`src/rtl/pcpu_ctrl_pkg.sv`:
```
// pcpu_ctrl_pkg
//   Shared types and defaults for the pcpu pipeline stall/flush sequencer.
//   - ctrl_state_e : sequencer FSM encoding (RUN / MDU_WAIT / MEM_WAIT)
//   - stall_src_e  : the event that decides this cycle's enables and flushes
//   - default MDU latencies and the latency counter width
package pcpu_ctrl_pkg;

  localparam int unsigned MUL_CYCLES_DEF = 3;
  localparam int unsigned DIV_CYCLES_DEF = 33;
  localparam int unsigned CNT_W_DEF      = 6;

  typedef enum logic [1:0] {
    RUN      = 2'd0,
    MDU_WAIT = 2'd1,
    MEM_WAIT = 2'd2
  } ctrl_state_e;

  // MDU_START is the issue cycle (pulses mdu_go); MDU_BUSY covers the
  // remaining cycles until the result is ready.
  typedef enum logic [2:0] {
    SRC_NONE      = 3'd0,
    SRC_MEM       = 3'd1,
    SRC_MDU_START = 3'd2,
    SRC_MDU_BUSY  = 3'd3,
    SRC_BRANCH    = 3'd4,
    SRC_LU        = 3'd5
  } stall_src_e;

endpackage

```
`src/rtl/mdu_latency_counter.sv`:
```
// mdu_latency_counter
//   Down-counter that tracks the cycles remaining on a MUL/DIV operation.
//   Load takes priority over decrement; the count saturates at zero.
// Ports
//   clk_i      in   clock, rising edge
//   rst_i      in   synchronous active-high reset (count -> 0)
//   load_i     in   load load_val_i this cycle
//   load_val_i in   CNT_W  value to load
//   dec_i      in   decrement by one (held at zero once reached)
//   cnt_o      out  CNT_W  current count
//   zero_o     out  count is zero
module mdu_latency_counter #(
  parameter int unsigned CNT_W = 6
) (
  input  logic             clk_i,
  input  logic             rst_i,
  input  logic             load_i,
  input  logic [CNT_W-1:0] load_val_i,
  input  logic             dec_i,
  output logic [CNT_W-1:0] cnt_o,
  output logic             zero_o
);

  logic [CNT_W-1:0] cnt_q, cnt_d;

  always_comb begin
    cnt_d = cnt_q;
    if (load_i) begin
      cnt_d = load_val_i;
    end else if (dec_i && (cnt_q != '0)) begin
      cnt_d = cnt_q - CNT_W'(1);
    end
  end

  always_ff @(posedge clk_i) begin
    if (rst_i) begin
      cnt_q <= '0;
    end else begin
      cnt_q <= cnt_d;
    end
  end

  assign cnt_o  = cnt_q;
  assign zero_o = (cnt_q == '0);

endmodule

```
`src/rtl/pipeline_stall_ctrl.sv`:
```
// pipeline_stall_ctrl
//   Stall/flush sequencer for the 5-stage pcpu pipeline. Arbitrates
//   data-memory wait, multi-cycle MUL/DIV, taken branch and load-use hazard,
//   drives all pipeline-register enables/flushes and counts stall cycles.
// Ports
//   clk, rst                      clock / synchronous active-high reset
//   lu_hazard                     load-use hazard from hazard detection
//   ex_branch_taken               EX taken branch/jump (PC redirect)
//   ex_mdu_start, ex_mdu_is_div   EX holds an unstarted MUL/DIV, and its kind
//   mem_req, mem_ready            MEM access active / completing this cycle
//   pc_write .. mem_wb_write      pipeline register enables
//   if_id/id_ex/ex_mem_flush      load a bubble into the register
//   mdu_go                        one-cycle MDU start pulse
//   ctrl_state                    FSM state (debug)
//   stall_cnt                     cycles with pc_write==0, wraps
//
// state    | meaning
// RUN      | normal flow; RUN-priority events decoded
// MDU_WAIT | MUL/DIV in flight; front end held, bubbles into MEM
// MEM_WAIT | data memory busy; whole pipe frozen
module pipeline_stall_ctrl
  import pcpu_ctrl_pkg::*;
#(
  parameter int unsigned MUL_CYCLES = MUL_CYCLES_DEF,
  parameter int unsigned DIV_CYCLES = DIV_CYCLES_DEF,
  parameter int unsigned CNT_W      = CNT_W_DEF
) (
  input  logic        clk,
  input  logic        rst,
  input  logic        lu_hazard,
  input  logic        ex_branch_taken,
  input  logic        ex_mdu_start,
  input  logic        ex_mdu_is_div,
  input  logic        mem_req,
  input  logic        mem_ready,
  output logic        pc_write,
  output logic        if_id_write,
  output logic        id_ex_write,
  output logic        ex_mem_write,
  output logic        mem_wb_write,
  output logic        if_id_flush,
  output logic        id_ex_flush,
  output logic        ex_mem_flush,
  output logic        mdu_go,
  output logic [1:0]  ctrl_state,
  output logic [31:0] stall_cnt
);

  ctrl_state_e      state_q, state_d;
  stall_src_e       src;
  logic [31:0]      stall_cnt_q, stall_cnt_d;
  logic             mem_freeze;
  logic             lat_load;
  logic [CNT_W-1:0] lat_load_val;
  logic [CNT_W-1:0] lat_cnt;
  logic             lat_zero;

  assign mem_freeze   = mem_req && !mem_ready;
  assign lat_load_val = ex_mdu_is_div ? CNT_W'(DIV_CYCLES - 1) : CNT_W'(MUL_CYCLES - 1);

  mdu_latency_counter #(.CNT_W(CNT_W)) u_lat_cnt (
    .clk_i      (clk),
    .rst_i      (rst),
    .load_i     (lat_load),
    .load_val_i (lat_load_val),
    .dec_i      (state_q == MDU_WAIT),
    .cnt_o      (lat_cnt),
    .zero_o     (lat_zero)
  );

  // Next state and stall source. MEM_WAIT shares RUN's decode: once the
  // freeze drops, the release cycle evaluates RUN events directly.
  always_comb begin
    state_d  = state_q;
    src      = SRC_NONE;
    lat_load = 1'b0;
    case (state_q)
      MDU_WAIT: begin
        if (mem_freeze) begin
          src = SRC_MEM;
        end else if (!lat_zero) begin
          src = SRC_MDU_BUSY;
        end else begin
          state_d = RUN;
        end
      end
      default: begin
        if (mem_freeze) begin
          src     = SRC_MEM;
          state_d = MEM_WAIT;
        end else if (ex_mdu_start) begin
          src      = SRC_MDU_START;
          lat_load = 1'b1;
          state_d  = MDU_WAIT;
        end else begin
          state_d = RUN;
          if (ex_branch_taken) begin
            src = SRC_BRANCH;
          end else if (lu_hazard) begin
            src = SRC_LU;
          end
        end
      end
    endcase
    if (rst) begin
      lat_load = 1'b0;
    end
  end

  always_comb begin
    pc_write     = 1'b1;
    if_id_write  = 1'b1;
    id_ex_write  = 1'b1;
    ex_mem_write = 1'b1;
    mem_wb_write = 1'b1;
    if_id_flush  = 1'b0;
    id_ex_flush  = 1'b0;
    ex_mem_flush = 1'b0;
    mdu_go       = 1'b0;
    case (src)
      SRC_MEM: begin
        pc_write     = 1'b0;
        if_id_write  = 1'b0;
        id_ex_write  = 1'b0;
        ex_mem_write = 1'b0;
        mem_wb_write = 1'b0;
      end
      SRC_MDU_START, SRC_MDU_BUSY: begin
        mdu_go       = (src == SRC_MDU_START);
        pc_write     = 1'b0;
        if_id_write  = 1'b0;
        id_ex_write  = 1'b0;
        ex_mem_flush = 1'b1;
      end
      SRC_BRANCH: begin
        if_id_flush = 1'b1;
        id_ex_flush = 1'b1;
      end
      SRC_LU: begin
        pc_write    = 1'b0;
        if_id_write = 1'b0;
        id_ex_flush = 1'b1;
      end
      default: ;
    endcase
    if (rst) begin
      pc_write     = 1'b0;
      if_id_write  = 1'b0;
      id_ex_write  = 1'b0;
      ex_mem_write = 1'b0;
      mem_wb_write = 1'b0;
      if_id_flush  = 1'b1;
      id_ex_flush  = 1'b1;
      ex_mem_flush = 1'b1;
      mdu_go       = 1'b0;
    end
  end

  always_comb begin
    stall_cnt_d = stall_cnt_q;
    if (!pc_write) begin
      stall_cnt_d = stall_cnt_q + 32'd1;
    end
  end

  always_ff @(posedge clk) begin
    if (rst) begin
      state_q     <= RUN;
      stall_cnt_q <= '0;
    end else begin
      state_q     <= state_d;
      stall_cnt_q <= stall_cnt_d;
    end
  end

  assign ctrl_state = state_q;
  assign stall_cnt  = stall_cnt_q;

endmodule

```
`config.mk`:
```
export PLATFORM = sky130hd
export DESIGN_NAME = pipeline_stall_ctrl
export DESIGN_NICKNAME = d
export VERILOG_FILES = /design/src/rtl/pcpu_ctrl_pkg.sv /design/src/rtl/mdu_latency_counter.sv /design/src/rtl/pipeline_stall_ctrl.sv
export SDC_FILE = /design/constraint.sdc
export NUM_CORES = 1
export LEC_CHECK = 0
export BUFFER_PORTS_ARGS = -buffer_cell sky130_fd_sc_hd__buf_2
export CORE_ASPECT_RATIO = 1.2
export CORE_MARGIN = 5
export CORE_UTILIZATION = 30
export DETAILED_ROUTE_END_ITERATION = 6
export GPL_TIMING_DRIVEN = 0
export PLACE_DENSITY = 0.53
export SYNTH_ARGS = -nofsm -noshare
export SYNTH_HDL_FRONTEND = slang
export SYNTH_HIERARCHICAL = 1
export SYNTH_SLANG_ARGS = --single-unit
```
`constraint.sdc`:
```
create_clock -name clk -period 7.29 [get_ports clk]
set_input_delay 1.458 -clock clk [delete_from_list [all_inputs] [get_ports clk]]
set_output_delay 1.458 -clock clk [all_outputs]
set_load 0.02 [all_outputs]
```
==> key figures <==
GRT
  – Largest net degree at the start of global routing: 12
  – Number of global-route vias before repair: 1890
  – Global-route wire length before repair: 8.98 mm
  – Antenna violations before repair: 0
  – Total track usage: 12.5%
  – Gr ovfl total: 0

Placed design
  – PortBufs: 50
  – Placer Congestion: 0.779
  – Dpl cells: 398
  – Dpl ws: 2.65 ns
  – Placed cell area: 0.00255 mm2
  – Post-DP HPWL: 4.11 mm

Worst setup path
  – Startpoint types: input port
  – CP dominant cell by count: buf_2
  – CP arrival: 3.16 ns
  – Slowest CP cell: nor4b_4
  – CP max FO: 10
  – Crit-path max cell delay: 0.59 ns
  – Setup crit end kind: output port
  – Worst EP required: 5.83 ns
  – Critical Path, Cell by Cell: buf_2 > nor2b_1 > buf_2 > nor4b_4 > or2_2 > clkbuf_1 > buf_4 > buf_2
  – Critical path class: input port to output port

Drt
  – Final WL: 5.45 mm
  – Mean routed wirelength per cell: 13.4 um
  – ANT nets after route: 0
  – DRC: 0
  – Vias after detailed routing: 2019
  – Number of vias per cell: 4.99
  – First DRT Iteration DRCs: 108
  – Drt first pass iters: 4

STA
  – Max-slew headroom: 56.1%
  – Tmin final: 4.62 ns
  – Setup TNS: 0 ns
  – Clock skew: 0.00568 ns
  – RSZ-0062 raised after global routing: no
  – Worst-Margin Slew: 0.655 ns
  – Max Clk Rate: 217 MHz
  – Setup Viol. Count Final: 0
  – Final hold violation count: 0
  – Setup WS post-layout: 2.67 ns
  – Slew Limit Fails: 0
  – Final Cycle Share: 63.3%

Finish
  – Cell Count, Final, Fillers Out: 405
  – Most common cell after layout, fill and taps aside: buf_2
  – Area grow syn2layout: 21.6%
  – Commonest non-fill, non-tap cells in the layout: buf_2 (56), dfxtp_1 (40), nor2_1 (30), xnor2_1 (17), a21oi_1 (15)
  – Fill cell count: 785
  – Share of cells above drive strength 1: 27.0%
  – Fin area: 0.00265 mm2
  – Reg area: 801 um2
  – Final #Nets: 326
  – N_diodes: 0
  – Multi-input gate area: 0.00125 mm2

Yosys
  – Avg Cell Area, Syn: 8.53 um2
  – FFs w/ async S/R, synth: 0%
  – Post-synth EDFFs: 0
  – Synth Warn #: 6
  – Post-synthesis instance total: 255
  – Cell variety after synth: 47
  – Main synth FF type: dfxtp_1
  – Register area share after synthesis: 36.8%
  – Number of register bits inferred by synthesis: 40
  – Post-synth design cell area: 0.00217 mm2

Floorplan
  – Core area: 0.00715 mm2
  – Starting density of the core: 30.4%
  – Row count: 34
  – Die Y: 103 um
  – Die area: 0.00906 mm2
  – Num ports: 51
  – Die width: 87.7 um

Power and ir drop
  – Pleak: 1.04 nW
  – Sw Share: 28.2%
  – Power Dens Cells: 181 mW/mm2
  – P_sw: 134 uW
  – Flop pwr share: 49.4%
  – Combinational share of power: 16.5%
  – Internal: 343 uW
  – Clock share of power: 34.1%
  – Peak supply drop: 0.0000900 V

Clock tree
  – Post-cts gate resize count: 0
  – H-tree depth: 2
  – CTS Buffer Depth: 2
  – Post-CTS Setup Inserts: 0
  – Clock tree sinks: 40
  – Root Buffer: clkbuf_8
  – Clock Pin Slew Worst Setup and Hold Paths: 0.08 ns
  – Cts hold-fix bufs: 0
  – Worst-Skew Late Latency: 0.29 ns
  – CTS tree: built
  – TritonCTS Buffers: 5

Run status
  – Status: finished, final reports clean

Run
  – Max-cap viol count: 0

Hold path
  – Hold/Removal Path Class: flop to flop
## stage by stage
stage	utilization (%)	hold slack (ns)	total power [mW]
6_report	37.0	0.477	0.477
5_1_grt	37.0	0.508	0.505
4_1_cts	37.0	0.479	0.484
3_5_place_dp	35.7	0.468	0.321
3_3_place_gp	35.7	0.457	0.320
2_1_floorplan	-	0.485	0.298
## path summary, 6_finish.rpt
| path | cells past startpoint | end | start | slack, ns |
|---|---|---|---|---|
| max | 8 | pc_write | mem_req | 2.67 |
| min | 2 | stall_cnt[31] | stall_cnt[31] | 0.48 |
| max reg2reg | 9 | stall_cnt[0] | u_lat_cnt/cnt_o[0] | 4.44 |
| min reg2reg | 2 | stall_cnt[31] | stall_cnt[31] | 0.48 |
## synth_stat cells (3+ instances only)
cell type  instances  share of area, %
a211oi_1           3               1.0
a21oi_1           15               3.5
and4_1             4               1.6
buf_2              6               1.4
buf_6              4               2.1
clkbuf_1           7               1.2
dfxtp_1           40                37
ha_1               3               1.7
inv_1              6               1.0
nand2_1           14               2.4
nand3_1            8               1.8
nand4_1            8               2.3
nor2_1            30               5.2
nor2b_1            4               1.2
nor3_1             8               1.8
nor4_1            11               3.2
nor4b_1            5               2.0
o21ai_0           11               2.5
o31ai_1            5               1.7
or3_1              8               2.3
or4_1              5               1.7
xnor2_1           17               6.8
## routing by layer
layer  GRT usage [%]  vias to the layer above  wire length, um
li1                -                     1041                -
met4            3.90                        0               76
met2            21.0                       39             2610
met1            15.7                      931             2480
met3            3.33                        8              274
met5               0                        -                0
## critical path: cells and delay by family
kind	cells	cell delay [ns]
AND/OR/NAND/NOR	3	0.91
buffers and inverters	5	0.79
## kinds of logic after synthesis
group	after synthesis	share of synthesized area, %
flops	40	36.8
fa+ha+maj	3	1.73
simple gates	122	34.0
mux	3	1.50
compound gates	43	12.1
other cells	1	0.172
xor+xnor	18	7.25
buf+inv	25	6.39
## final cells by class
cell class,count,share of cell area [%]
Buffer,19,4.40
Inverter,6,0.851
Tap cell,90,4.26
Multi-Input combinational cell,193,47.1
Clock buffer,7,3.64
Sequential cell,40,30.3
Timing Repair Buffer,50,9.46
## power by group through the flow
stage	clock (mW)	sequential [mW]	combinational [mW]
6_report	0.163	0.236	0.0788
2_1_floorplan	0	0.244	0.0537
4_1_cts	0.168	0.236	0.0799
5_1_grt	0.179	0.238	0.0881
3_5_place_dp	0	0.241	0.0795
3_3_place_gp	0	0.241	0.0787
## registers in the layout, summed over array words and instances, names as in the netlist
register	flops
stall_cnt	32
u_lat_cnt/cnt_o	6
ctrl_state	2
Note: power is estimated with default switching activity, not from simulation.
